## src/rtl/sum_tree_pipe_pkg.sv

```systemverilog
// Shared defaults and elaboration helpers for the sum_tree_pipe reduction tree.
package sum_tree_pipe_pkg;

  localparam int DEF_NUM_IN = 4;
  localparam int DEF_DATA_W = 3;
  localparam int DEF_ACC_W  = 16;

  // Operand count entering tree level l (ceil(n / 2^l)).
  function automatic int lvl_cnt(input int n, input int l);
    return (n + (1 << l) - 1) >> l;
  endfunction

  function automatic int tree_levels(input int n);
    return (n <= 1) ? 1 : $clog2(n);
  endfunction

endpackage

```

## src/rtl/sum_tree_pipe_level.sv

```systemverilog
// One registered level of the reduction tree: pairwise adds, odd leftover passes through.
module sum_tree_level #(
  parameter int IN_CNT   = 2,
  parameter int IN_W     = 3,
  parameter bit SIGNED   = 1'b0,
  localparam int OUT_CNT = (IN_CNT + 1) / 2,
  localparam int OUT_W   = IN_W + 1
) (
  input  logic                     clk,
  input  logic                     rst,
  input  logic                     en,
  input  logic                     vld_in,
  input  logic                     first_in,
  input  logic                     last_in,
  input  logic [IN_CNT*IN_W-1:0]   data_in,
  output logic                     vld_p0,
  output logic                     first_p0,
  output logic                     last_p0,
  output logic [OUT_CNT*OUT_W-1:0] sum_p0
);

  function automatic logic [OUT_W-1:0] widen(input logic [IN_W-1:0] x);
    logic signed [IN_W-1:0] xs;
    xs = x;
    if (SIGNED) return OUT_W'(xs);
    else        return OUT_W'(x);
  endfunction

  logic [OUT_CNT*OUT_W-1:0] sum_c;

  for (genvar j = 0; j < OUT_CNT; j++) begin : g_pair
    logic [OUT_W-1:0] a, b;
    assign a = widen(data_in[2*j*IN_W +: IN_W]);
    if (2*j + 1 < IN_CNT) begin : g_b
      assign b = widen(data_in[(2*j+1)*IN_W +: IN_W]);
    end else begin : g_pad
      assign b = '0;
    end
    assign sum_c[j*OUT_W +: OUT_W] = a + b;
  end

  // ---- stage register: data is not reset, stale values are masked by vld_p0 ----
  always_ff @(posedge clk) begin
    if (en) sum_p0 <= sum_c;
  end

  always_ff @(posedge clk or negedge rst) begin
    if (!rst) begin
      vld_p0   <= 1'b0;
      first_p0 <= 1'b0;
      last_p0  <= 1'b0;
    end else if (en) begin
      vld_p0   <= vld_in;
      first_p0 <= first_in;
      last_p0  <= last_in;
    end
  end

endmodule

```

## src/rtl/sum_tree_pipe.sv

```systemverilog
// Pipelined multi-operand adder tree with valid/ready backpressure.
// Define SUM_TREE_ACC_EN to add a per-group accumulator stage (ACC_W-wide output).
module sum_tree_pipe
  import sum_tree_pipe_pkg::*;
#(
  parameter int NUM_IN  = DEF_NUM_IN,
  parameter int DATA_W  = DEF_DATA_W,
  parameter bit SIGNED  = 1'b0,
  parameter int ACC_W   = DEF_ACC_W,
  localparam int LEVELS = tree_levels(NUM_IN),
  localparam int SUM_W  = (NUM_IN <= 1) ? DATA_W : DATA_W + $clog2(NUM_IN),
`ifdef SUM_TREE_ACC_EN
  localparam int OUT_W  = ACC_W
`else
  localparam int OUT_W  = SUM_W
`endif
) (
  input  logic                     clk,
  input  logic                     rst,
  input  logic [NUM_IN*DATA_W-1:0] in_data,
  input  logic                     in_valid,
  output logic                     in_ready,
  input  logic                     in_first,
  input  logic                     in_last,
  output logic [OUT_W-1:0]         out_data,
  output logic                     out_valid,
  input  logic                     out_ready
);

  logic             en;
  logic             tree_vld, tree_first, tree_last;
  logic [SUM_W-1:0] tree_sum;

  // The whole pipeline freezes while the output is held by the consumer.
  assign en       = ~(out_valid & ~out_ready);
  assign in_ready = en;

  for (genvar l = 0; l < LEVELS; l++) begin : g_lvl
    localparam int ICNT = lvl_cnt(NUM_IN, l);
    localparam int IW   = DATA_W + l;
    localparam int OCNT = (ICNT + 1) / 2;
    localparam int OW   = IW + 1;

    logic [ICNT*IW-1:0] din;
    logic               vin, fin, lin;
    logic [OCNT*OW-1:0] dout;
    logic               vout, fout, lout;

    if (l == 0) begin : g_src
      assign din = in_data;
      assign vin = in_valid;
      assign fin = in_first;
      assign lin = in_last;
    end else begin : g_src
      assign din = g_lvl[l-1].dout;
      assign vin = g_lvl[l-1].vout;
      assign fin = g_lvl[l-1].fout;
      assign lin = g_lvl[l-1].lout;
    end

    sum_tree_level #(
      .IN_CNT (ICNT),
      .IN_W   (IW),
      .SIGNED (SIGNED)
    ) u_level (
      .clk      (clk),
      .rst      (rst),
      .en       (en),
      .vld_in   (vin),
      .first_in (fin),
      .last_in  (lin),
      .data_in  (din),
      .vld_p0   (vout),
      .first_p0 (fout),
      .last_p0  (lout),
      .sum_p0   (dout)
    );
  end

  assign tree_sum   = g_lvl[LEVELS-1].dout[SUM_W-1:0];
  assign tree_vld   = g_lvl[LEVELS-1].vout;
  assign tree_first = g_lvl[LEVELS-1].fout;
  assign tree_last  = g_lvl[LEVELS-1].lout;

`ifdef SUM_TREE_ACC_EN
  logic [OUT_W-1:0] acc_p1;
  logic             vld_p1;
  logic [OUT_W-1:0] sum_ext;

  function automatic logic [OUT_W-1:0] to_acc(input logic [SUM_W-1:0] s);
    logic signed [SUM_W-1:0] ss;
    ss = s;
    if (SIGNED) return OUT_W'(ss);
    else        return OUT_W'(s);
  endfunction

  assign sum_ext = to_acc(tree_sum);

  // ---- accumulator stage: wraps modulo 2^ACC_W, emits only on group end ----
  always_ff @(posedge clk or negedge rst) begin
    if (!rst) begin
      acc_p1 <= '0;
      vld_p1 <= 1'b0;
    end else if (en) begin
      if (tree_vld) acc_p1 <= tree_first ? sum_ext : acc_p1 + sum_ext;
      vld_p1 <= tree_vld & tree_last;
    end
  end

  assign out_valid = vld_p1;
  assign out_data  = vld_p1 ? acc_p1 : '0;
`else
  logic unused_ctl;
  assign unused_ctl = tree_first ^ tree_last;
  assign out_valid  = tree_vld;
  assign out_data   = tree_vld ? tree_sum : '0;
`endif

endmodule

```

## config.mk

```make
export PLATFORM = sky130hd
export DESIGN_NAME = sum_tree_pipe
export DESIGN_NICKNAME = d
export VERILOG_FILES = /design/src/rtl/sum_tree_pipe_pkg.sv /design/src/rtl/sum_tree_pipe_level.sv /design/src/rtl/sum_tree_pipe.sv
export SDC_FILE = /design/constraint.sdc
export NUM_CORES = 1
export LEC_CHECK = 0
export CORE_MARGIN = 1.5
export CORE_UTILIZATION = 50
export DETAILED_ROUTE_END_ITERATION = 7
export DONT_BUFFER_PORTS = 1
export HOLD_SLACK_MARGIN = 0.02
export PLACE_DENSITY_LB_ADDON = 0.1
export SYNTH_ARGS = -nofsm -noshare
export SYNTH_HDL_FRONTEND = slang
export SYNTH_HIERARCHICAL = 1
export SYNTH_SLANG_ARGS = --single-unit
```

## constraint.sdc

```tcl
create_clock -name clk -period 1.8 [get_ports clk]
set_input_delay 0.18 -clock clk [delete_from_list [all_inputs] [get_ports clk]]
set_output_delay 0.18 -clock clk [all_outputs]
set_load 0.02 [all_outputs]
```

# ---- Word-level counts from Yosys, hierarchy flattened
# Index checks and enable logic that the tools add are counted.
dict set report op_classes {
  add_sub_neg 3
  multipliers 0
  div 0
  magnitude_cmp 0
  n_eq_ne 0
  shifts 0
  mux 1
  n_bitwise 3
  n_reduce_logical 0
}
# op count
set op_table {}
lappend op_table {{adder 3 x 3 -> 4 bit} 2}
lappend op_table {{adder 4 x 4 -> 5 bit} 1}
lappend op_table {{two-way mux 5 bit} 1}
lappend op_table {{inverter 1 bit} 2}
lappend op_table {{bitwise AND 1 bit} 1}
dict set report word_totals {
  register_bits 15
  latch_bits 0
  ramBits 0
  rom_bits 0
  input_bits 18
  n_memories 0
}

# ---- Logic depth before layout (Yosys ltp)
# Gate-level depths: netlist of run 1.
dict set report depth {
  ltp_word 3
  depth_mapped 6
  mapped_depth_nobuf 6
}

# ---- Cells and area by module
# Netlist of run 1, hierarchy kept.
# module n_inst cells_per_inst area_per_inst_um2 seq_area_each_um2
set by_module_without_submodules {}
lappend by_module_without_submodules {{sum_tree_level at g_lvl[0].u_level} 1 34 524.3 315.3}
lappend by_module_without_submodules {{sum_tree_level at g_lvl[1].u_level} 1 27 395.4 225.2}
lappend by_module_without_submodules {sum_tree_pipe 1 6 37.5 0.0}

# ---- Worst setup path after synthesis of run 1
# Ideal clock, no wire load.
dict set report synth_path {
  path_type {register -> register}
  start {register g_lvl[1].u_level.vld_p0}
  end {register g_lvl[0].u_level/first_p0 (netlist name)}
  setup_ps 126
  arrival_ps 1520
  path_slack_ps 154
  stages_incl_launch_ff 3
  period_less_slack_ps 1646
  path_cell_list {dfrtp_1 -> nand2b_1 -> mux2_2}
}
# element line_no
set synth_lines {}
lappend synth_lines {{start, declared} sum_tree_pipe_level.sv:16} ;# output logic vld_p0,
lappend synth_lines {{start signal, assigned} sum_tree_pipe_level.sv:53} ;# vld_p0 <= vld_in;

# ---- Worst setup path after layout of run 1
dict set report layout_path {
  start {register g_lvl[0].u_level.sum_p0[0]}
  end {register g_lvl[1].u_level.sum_p0[4] (data pin)}
}
dict set report layout_via {
  elab_chain_cells 1
}
# element line_no
set layout_rtl {}
lappend layout_rtl {{start, declared} sum_tree_pipe_level.sv:19} ;# output logic [OUT_CNT*OUT_W-1:0] sum_p0
lappend layout_rtl {{start signal, assigned} sum_tree_pipe_level.sv:44} ;# if (en) sum_p0 <= sum_c;
lappend layout_rtl {{adder 4 x 4 -> 5 bit} sum_tree_pipe_level.sv:39} ;# assign sum_c[j*OUT_W +: OUT_W] = a + b;
lappend layout_rtl {{net g_lvl[1].u_level.sum_c[4]} sum_tree_pipe_level.sv:29} ;# logic [OUT_CNT*OUT_W-1:0] sum_c;
lappend layout_rtl {{end signal, assigned} sum_tree_pipe_level.sv:44}
lappend layout_rtl {{end, declared} sum_tree_pipe_level.sv:19}
# The timed path passes the listed nets, and every way through them passes these cells.
# A chain may end at the register's enable or synchronous reset.

==> impl_metrics.csv, run 1 <==
group,metric,value,unit
timing,finalCritPeriodShare,76.35,%
clocking,cts_buffer_depth,2,
layout,final_common_cell,"edfxtp_1",
layout,syn2layout_area_growth,8.783,%
power,clockPowerShare,18.2,%
yosys,syn_inst,59,
timing,rsz0062_at_grt,"false",
clocking,cts_setup_buffers,0,
layout,final-instance-count-excl-fill,82,
critical_path,cp_top_family,"adder cells",
layout,diodes,0,
place,io_buffers,0,
run_status,status,"finished, final reports clean",
clocking,cts_tree,"done",
floorplan,ios,25,
clocking,clk_pin_slew,0.08,ns
job,maxCapViolations,0,
floorplan,dieArea,1875,um2
global_routing,grt_pass1_vias,458,
power,switchingPower,297.8,uW
timing,finalHoldViolations,0,
worst_hold_path,hold_path_class,"in2reg",
timing,fmax,727.6,MHz
place,gp_congestion,0.6235,
floorplan,die_width,43.30,um
layout,final_cell_mix,"edfxtp_1 (13), ha_1 (10), inv_1 (8)",
critical_path,cp-start-kind,"flop",
timing,fin_crit,1.374,ns
critical_path,endpoint_kind,"flop",
power,ir_drop,0.4932,mV
layout,fillers,122,
critical_path,required,1.83,ns
detailed_routing,wl_per_cell,12.73,um
clocking,htreeDepth,1,
power,p_int,708.0,uW
power,p_seq_share,52.0,%
timing,clock_skew,0.002097,ns
place,post-place-cells,77,
floorplan,die_h,43.30,um
yosys,synth.cell_area,812.0,um2
global_routing,grtUsageTotal,13.69,%
yosys,syn_area_per_cell,13.76,um2
floorplan,start_util,53.90,%
yosys,yosysWarnings,6,
critical_path,cp_cell_sequence,"ha_1 > inv_1 > fa_1 > nor2b_1 > o21ai_0 > nand2b_1",
place,dpl.hpwl,864.2,um
clocking,ctsRootBufferMaster,"clkbuf_4",
clocking,clk_latency,0.27,ns
detailed_routing,drcViolationCount,0,
global_routing,grt_max_degree,15,
detailed_routing,detail-route-antenna-nets,0,
layout,fin_nets,98,
global_routing,grt_pass1_wl,1800,um
layout,multi_input_area,341.6,um2
timing,worstMarginPinSlew,0.2231,ns
yosys,syn_nets,90,
power,swShare,29.61,%
detailed_routing,via_count,447,
timing,fin_setup_tns,0,ns
timing,hold_ws,0.05603,ns
timing,finalSetupViolations,0,
clocking,cts_num_sinks,15,
critical_path,cp.arrival,1.40,ns
power,p_comb_share,29.8,%
clocking,numCtsBuffers,3,
power,p_leak,0.3886,nW
global_routing,antenna_found_initial,0,
global_routing,overflow,0,
critical_path,crit_slowest_cell,"edfxtp_1",
critical_path,cp_slowest_stage_delay,0.37,ns
layout,regArea,440.4,um2
timing,slew_headroom,85.12,%
floorplan,rows,14,
layout,drive_above_1_share,12.12,%
timing,drv_slew,0,
power,power_density,1139,nW/um2
detailed_routing,wl,1044,um
critical_path,crit_buf_inv,1,
detailed_routing,firstDrtPassIters,4,
detailed_routing,vias_per_cell,5.451,
detailed_routing,drtIter0Drc,3,
critical_path,crit_fanout,2,
floorplan,core-area,1506,um2
critical_path,critPathKind,"reg2reg",
## power groups by stage
| stage | Combinational, mW | Clock (mW) | Sequential [mW] |
|---|---|---|---|
| 2_1_floorplan | 0.238 | 0 | 0.538 |
| 3_3_place_gp | 0.294 | 0 | 0.531 |
| 3_5_place_dp | 0.305 | 0 | 0.532 |
| 4_1_cts | 0.308 | 0.190 | 0.524 |
| 5_1_grt | 0.338 | 0.209 | 0.533 |
| 6_report | 0.300 | 0.183 | 0.523 |
## state kept, by name (all words and copies together) (netlist names)
signal	flops
g_lvl.u_level/vld_p0	2
g_lvl.u_level/sum_p0	13
## cell type report
| class | instances | area share (%) |
|---|---|---|
| inverter | 8 | 3.399 |
| multi-input combinational | 36 | 38.67 |
| sequential | 15 | 49.86 |
| tap | 16 | 2.266 |
| timing repair buffer | 3 | 2.833 |
| clock buffer | 4 | 2.975 |
## worst paths after layout
kind | end | startpoint | depth (start not counted) | slack (ns)
worst max register to register | g_lvl[1].u_level/sum_p0[4] | g_lvl[0].u_level/sum_p0[0] | 6 | 0.43
worst max-delay path | g_lvl[1].u_level/sum_p0[4] | g_lvl[0].u_level/sum_p0[0] | 6 | 0.43
worst min register to register | g_lvl[0].u_level/vld_p0 | g_lvl[0].u_level/vld_p0 | 1 | 0.52
max in group asynchronous | g_lvl[0].u_level/vld_p0 | rst | 1 | 1.54
min in group asynchronous | g_lvl[1].u_level/vld_p0 | rst | 1 | 0.14
worst min-delay path | g_lvl[0].u_level/vld_p0 | in_valid | 1 | 0.06
## metrics by stage
step           utilization (%)  instance area [um2]  worst slack [ns]  power, mW
2_1_floorplan                -                812.0            0.2473     0.7759
3_3_place_gp             56.23                847.1            0.4541     0.8244
3_5_place_dp             56.23                847.1            0.4269     0.8373
4_1_cts                  58.64                883.3            0.4153      1.023
5_1_grt                  58.64                883.3            0.3374      1.081
6_report                 58.64                883.3            0.4256      1.006
## layer usage
metal	GRT usage, %	wire length (um)	vias to the layer above
li1	-	-	216
met1	13.24	369	209
met2	26.57	581	18
met3	1.277	65	4
met4	9.091	27	0
met5	0	0	-
## repair_timing
| item | in CTS | in global routing |
|---|---|---|
| endpoints found under the setup margin | 0 | 0 |
| hold buffers | 1 | 0 |
| hold endpoints to repair | 2 | 0 |
| resized for setup | 0 | 0 |
No activity file was read; power rests on OpenSTA's default activity.
==> run 2: changes to the inputs <==
- clock period: 1.8 -> 1.4 ns (I/O delays scaled with it)
==> run 2 against run 1 <==
Net effect: worst setup slack worse by 0.39 ns; clock power is 27% higher; global-route usage is 0.17 points higher; routed wire length is 0.86% lower; total power is 31% higher; register-to-register slack worse by 0.39 ns; combinational power is 35% higher.
==> impl_metrics.csv, run 2 (synthesized netlist as in run 1, its figures left out) <==
group,metric,value,unit
power,total_power,1.313,mW
job,maxCapViolations,0,
critical_path,critPathKind,"reg2reg",
layout,fin_util,60.30,%
timing,slew_headroom,85.50,%
worst_hold_path,hold_start,"in_data[9]",
timing,rsz0062_at_grt,"true",
place,io_buffers,0,
timing,drv_slew,0,
global_routing,overflow,0,
place,dpl_cell_area,849.6,um2
critical_path,cp-start-kind,"flop",
clocking,clk_latency,0.27,ns
timing,worstMarginPinSlew,0.2176,ns
floorplan,die_h,43.30,um
layout,fillers,131,
critical_path,required,1.44,ns
timing,fin_crit,1.362,ns
global_routing,grt_pass1_wl,1725,um
critical_path,cp_common_cell,"inv_2",
floorplan,dieArea,1875,um2
global_routing,grt_max_degree,15,
power,ir_drop,0.7363,mV
layout,largest_register_ffs,13,
layout,syn2layout_area_growth,11.86,%
power,p_seq_share,51.3,%
detailed_routing,vias_per_cell,5.310,
timing,finalSetupViolations,0,
place,dpl.hpwl,863.2,um
timing,fmax,734.4,MHz
timing,finalCritPeriodShare,97.26,%
power,p_comb_share,31.0,%
power,p_leak,0.3946,nW
layout,multi_input_area,349.1,um2
layout,final_cell_mix,"edfxtp_1 (13), ha_1 (9), inv_1 (6)",
detailed_routing,drcViolationCount,0,
floorplan,core-area,1506,um2
detailed_routing,via_count,446,
global_routing,grt_pass1_vias,450,
clocking,numCtsBuffers,3,
floorplan,rows,14,
critical_path,crit_slowest_cell,"fa_2",
layout,top_regs,"g_lvl.u_level/sum_p0 x13, g_lvl.u_level/vld_p0 x2",
critical_path,endpoint_kind,"flop",
detailed_routing,detail-route-antenna-nets,0,
power,swShare,29.49,%
clocking,cts_num_sinks,15,
power,switchingPower,387.3,uW
place,dp_worst_setup_slack,0.03928,ns
timing,hold_ws,0.07724,ns
timing,timing.final.ws_setup,0.03831,ns
critical_path,rr_startpoint,"g_lvl[0].u_level/sum_p0[4]",
critical_path,cp-startpoint,"g_lvl[0].u_level/sum_p0[4]",
timing,finalHoldViolations,0,
critical_path,cp_slowest_stage_delay,0.53,ns
power,p_int,925.8,uW
detailed_routing,wl_per_cell,12.32,um
clocking,htreeDepth,1,
power,clockPowerShare,17.7,%
detailed_routing,firstDrtPassIters,2,
critical_path,cp.arrival,1.41,ns
run_status,status,"finished, final reports clean",
place,post-place-cells,77,
layout,stdcell_area,908.4,um2
critical_path,cp_cell_sequence,"ha_2 > inv_2 > fa_2 > inv_2",
clocking,clk_pin_slew,0.08,ns
clocking,cts_tree,"done",
power,power_density,1446,nW/um2
clocking,ctsRootBufferMaster,"clkbuf_4",
layout,diodes,0,
global_routing,grtUsageTotal,13.85,%
timing,clock_skew,0.004861,ns
floorplan,ios,25,
clocking,cts_buffer_depth,2,
layout,final-instance-count-excl-fill,84,
layout,drive_above_1_share,20.59,%
place,gp_congestion,0.6167,
detailed_routing,wl,1035,um
layout,regMostFlops,"g_lvl.u_level/sum_p0",
detailed_routing,drtIter0Drc,2,
layout,fin_nets,100,
layout,final_common_cell,"edfxtp_1",
floorplan,die_width,43.30,um
timing,fin_setup_tns,0,ns
floorplan,start_util,53.90,%
layout,regArea,440.4,um2
global_routing,antenna_found_initial,0,
critical_path,crit_fanout,2,
worst_hold_path,hold_path_class,"in2reg",
run 2: cell count changes in the layout (fill, tap and decap cells not counted), sizes merged:
cell         previous run  this run
dlygate4sd3             1         2
buf                     2         3
run 2: path summary, 6_finish.rpt:
check / cells after the start / end / slack (ns)
max in group asynchronous: 1 / g_lvl[0].u_level/vld_p0 / 1.19
hold reg to reg: 1 / g_lvl[1].u_level/vld_p0 / 0.51
setup / recovery: 4 / g_lvl[1].u_level/sum_p0[1] / 0.04
setup reg to reg: 4 / g_lvl[1].u_level/sum_p0[1] / 0.04
hold / removal: 1 / g_lvl[0].u_level/sum_p0[4] / 0.08
min in group asynchronous: 1 / g_lvl[1].u_level/vld_p0 / 0.09
run 2: final cells by class:
cell class | count | share of cell area [%]
clock buffers | 4 | 2.893
inverters | 8 | 3.306
multi-input cells | 36 | 38.43
flip-flops and latches | 15 | 48.48
well taps | 16 | 2.204
repair buffers | 5 | 4.683
run 2: worst max-delay path: cells and delay by family, from the launching register on:
| family | cells | cell delay [ns] |
|---|---|---|
| buffers and inverters | 2 | 0.07 |
| adder cells (fa/ha/maj) | 2 | 0.72 |
| flip-flops | 1 | 0.34 |
run 2: power by group through the flow:
stage               Combinational [mW]  Sequential, mW  Clock [mW]
floorplan                        0.307           0.692           0
global placement                 0.378           0.683           0
detailed placement               0.391           0.686           0
CTS                              0.396           0.676       0.243
global route                     0.460           0.688       0.273
finish                           0.406           0.674       0.233
run 2: layer usage:
layer / vias to the layer above / global-route usage (%) / share of wire (%)
met2: 17 / 25.97 / 58
met5: - / 0 / 0
li1: 219 / - / -
met4: 0 / 10.91 / 1.8
met1: 208 / 11.52 / 35
met3: 2 / 4.255 / 5.5
run 2: what timing repair did:
action                                  CTS  global route
endpoints found under the setup margin    0             2
endpoints found under the hold margin     3             0
buffers inserted                          0             1
hold buffers                              2             0
gates resized for setup                   0             5
==> run 3: changes to the inputs <==
- SETUP_SLACK_MARGIN: unset -> 0.1
==> run 3 against run 2 <==
Net effect: worst setup slack improved by 0.032 ns; non-clock buffer count is 1 lower; sequential power up 2%; combinational power rose by 4%; sequential share of layout area shrank 0.66 points; first-iteration DRC count grew to 3.0 times the previous value; sequential cell count unchanged; core utilization increased by 0.83 points; via count grew 0.90%; register-to-register slack improved by 0.03 ns; critical path type unchanged.
==> impl_metrics.csv, run 3 (synthesized netlist as in run 1, its figures left out) <==
group,metric,value,unit
timing,finalSetupViolations,0,
critical_path,cp-start-kind,"flop",
timing,fmax,752.1,MHz
global_routing,grtUsageTotal,13.48,%
timing,drv_slew,0,
layout,diodes,0,
floorplan,core-area,1506,um2
detailed_routing,wl,1020,um
timing,slew_headroom,86.54,%
detailed_routing,via_count,450,
power,power_density,1454,nW/um2
layout,top_regs,"g_lvl.u_level/sum_p0 x13, g_lvl.u_level/vld_p0 x2",
layout,multi_input_area,369.1,um2
layout,drive_above_1_share,23.88,%
detailed_routing,firstDrtPassIters,2,
power,ir_drop,0.5824,mV
critical_path,endpoint_kind,"flop",
power,total_power,1.339,mW
critical_path,cp.arrival,1.36,ns
timing,clock_skew,0.001456,ns
floorplan,dieArea,1875,um2
timing,finalHoldViolations,0,
clocking,cts_tree,"done",
layout,fin_nets,99,
global_routing,antenna_found_initial,0,
clocking,clk_pin_slew,0.08,ns
layout,regMostFlops,"g_lvl.u_level/sum_p0",
critical_path,required,1.43,ns
global_routing,grt_pass1_vias,444,
place,dpl.hpwl,838.4,um
layout,largest_register_ffs,13,
worst_hold_path,hold_path_class,"in2reg",
global_routing,grt_max_degree,16,
timing,fin_crit,1.330,ns
global_routing,grt_pass1_wl,1738,um
critical_path,critPathKind,"reg2reg",
clocking,htreeDepth,1,
power,p_leak,0.3965,nW
floorplan,start_util,53.90,%
global_routing,overflow,0,
floorplan,die_h,43.30,um
clocking,clk_latency,0.27,ns
detailed_routing,wl_per_cell,12.29,um
timing,rsz0062_at_grt,"true",
clocking,cts_setup_buffers,0,
floorplan,die_width,43.30,um
layout,final_cell_mix,"edfxtp_1 (13), ha_1 (8), inv_1 (6)",
detailed_routing,drtIter0Drc,6,
detailed_routing,drcViolationCount,0,
layout,final_common_cell,"edfxtp_1",
clocking,cts_num_sinks,15,
detailed_routing,vias_per_cell,5.422,
clocking,cts_buffer_depth,2,
run_status,status,"finished, final reports clean",
layout,regArea,440.4,um2
floorplan,rows,14,
layout,syn2layout_area_growth,13.41,%
job,maxCapViolations,0,
detailed_routing,detail-route-antenna-nets,0,
timing,fin_setup_tns,0,ns
timing,finalCritPeriodShare,94.97,%
layout,fillers,128,
critical_path,crit_fanout,2,
clocking,ctsRootBufferMaster,"clkbuf_4",
timing,worstMarginPinSlew,0.2018,ns
place,gp_congestion,0.6102,
place,io_buffers,0,
clocking,numCtsBuffers,3,
floorplan,ios,25,
## run 3: final cells by class
type / count / area share, %
flip-flops and latches: 15 / 47.83
clock buffers: 4 / 2.853
inverters: 8 / 3.261
multi-input cells: 36 / 40.08
repair buffers: 4 / 3.804
well taps: 16 / 2.174
## run 3: critical path, stage by stage (launching register included)
cell and delay, ns:
edfxtp_1 0.41, ha_1 0.32, a21o_1 0.17, a21oi_2 0.13, xnor2_1 0.07
## run 3: worst paths after layout
kind,start,to,slack (ns),cells past startpoint
min in group asynchronous,rst,g_lvl[0].u_level/vld_p0,0.09,1
hold / removal,in_data[9],g_lvl[0].u_level/sum_p0[4],0.08,1
hold reg to reg,g_lvl[0].u_level/vld_p0,g_lvl[0].u_level/vld_p0,0.51,1
max in group asynchronous,rst,g_lvl[1].u_level/vld_p0,1.19,1
setup / recovery,g_lvl[0].u_level/sum_p0[5],g_lvl[1].u_level/sum_p0[3],0.07,4
setup reg to reg,g_lvl[0].u_level/sum_p0[5],g_lvl[1].u_level/sum_p0[3],0.07,4
## run 3: what timing repair did
action                                 in CTS  in global routing
gates resized for setup                     4                  4
pin swaps                                   2                  3
endpoints found under the hold margin       3                  0
setup endpoints to repair                   3                  6
hold buffers                                2                  0
## run 3: routing by layer
| metal | vias to the layer above | track usage (%) | wire length, um |
|---|---|---|---|
| met4 | 0 | 10.91 | 19 |
| met5 | - | 0 | 0 |
| met1 | 212 | 12.85 | 364 |
| met2 | 17 | 23.58 | 563 |
| met3 | 2 | 3.830 | 73 |
| li1 | 219 | - | - |
## run 3: through the flow
| step | cell area [um2] | util (%) | setup slack, ns | hold WS [ns] | cells |
|---|---|---|---|---|---|
| after CTS | 905.9 | 60.13 | 0.05689 | 0.06955 | 83 |
| final | 920.9 | 61.13 | 0.07047 | 0.08029 | 83 |
| after global routing | 920.9 | 61.13 | 0.01679 | 0.06355 | 83 |
| after global placement | 854.6 | 56.73 | 0.05742 | -0.1555 | 77 |
| after detailed placement | 854.6 | 56.73 | 0.01016 | -0.1555 | 77 |
| after floorplan | 819.5 | - | 0.1163 | -0.1556 | 59 |
## run 3: where the power goes
group	total (mW)	internal [mW]	switching [mW]
combinational	0.422	0.188	0.234
sequential	0.686	0.644	0.0418
clock	0.231	0.110	0.121
total	1.34	0.943	0.396
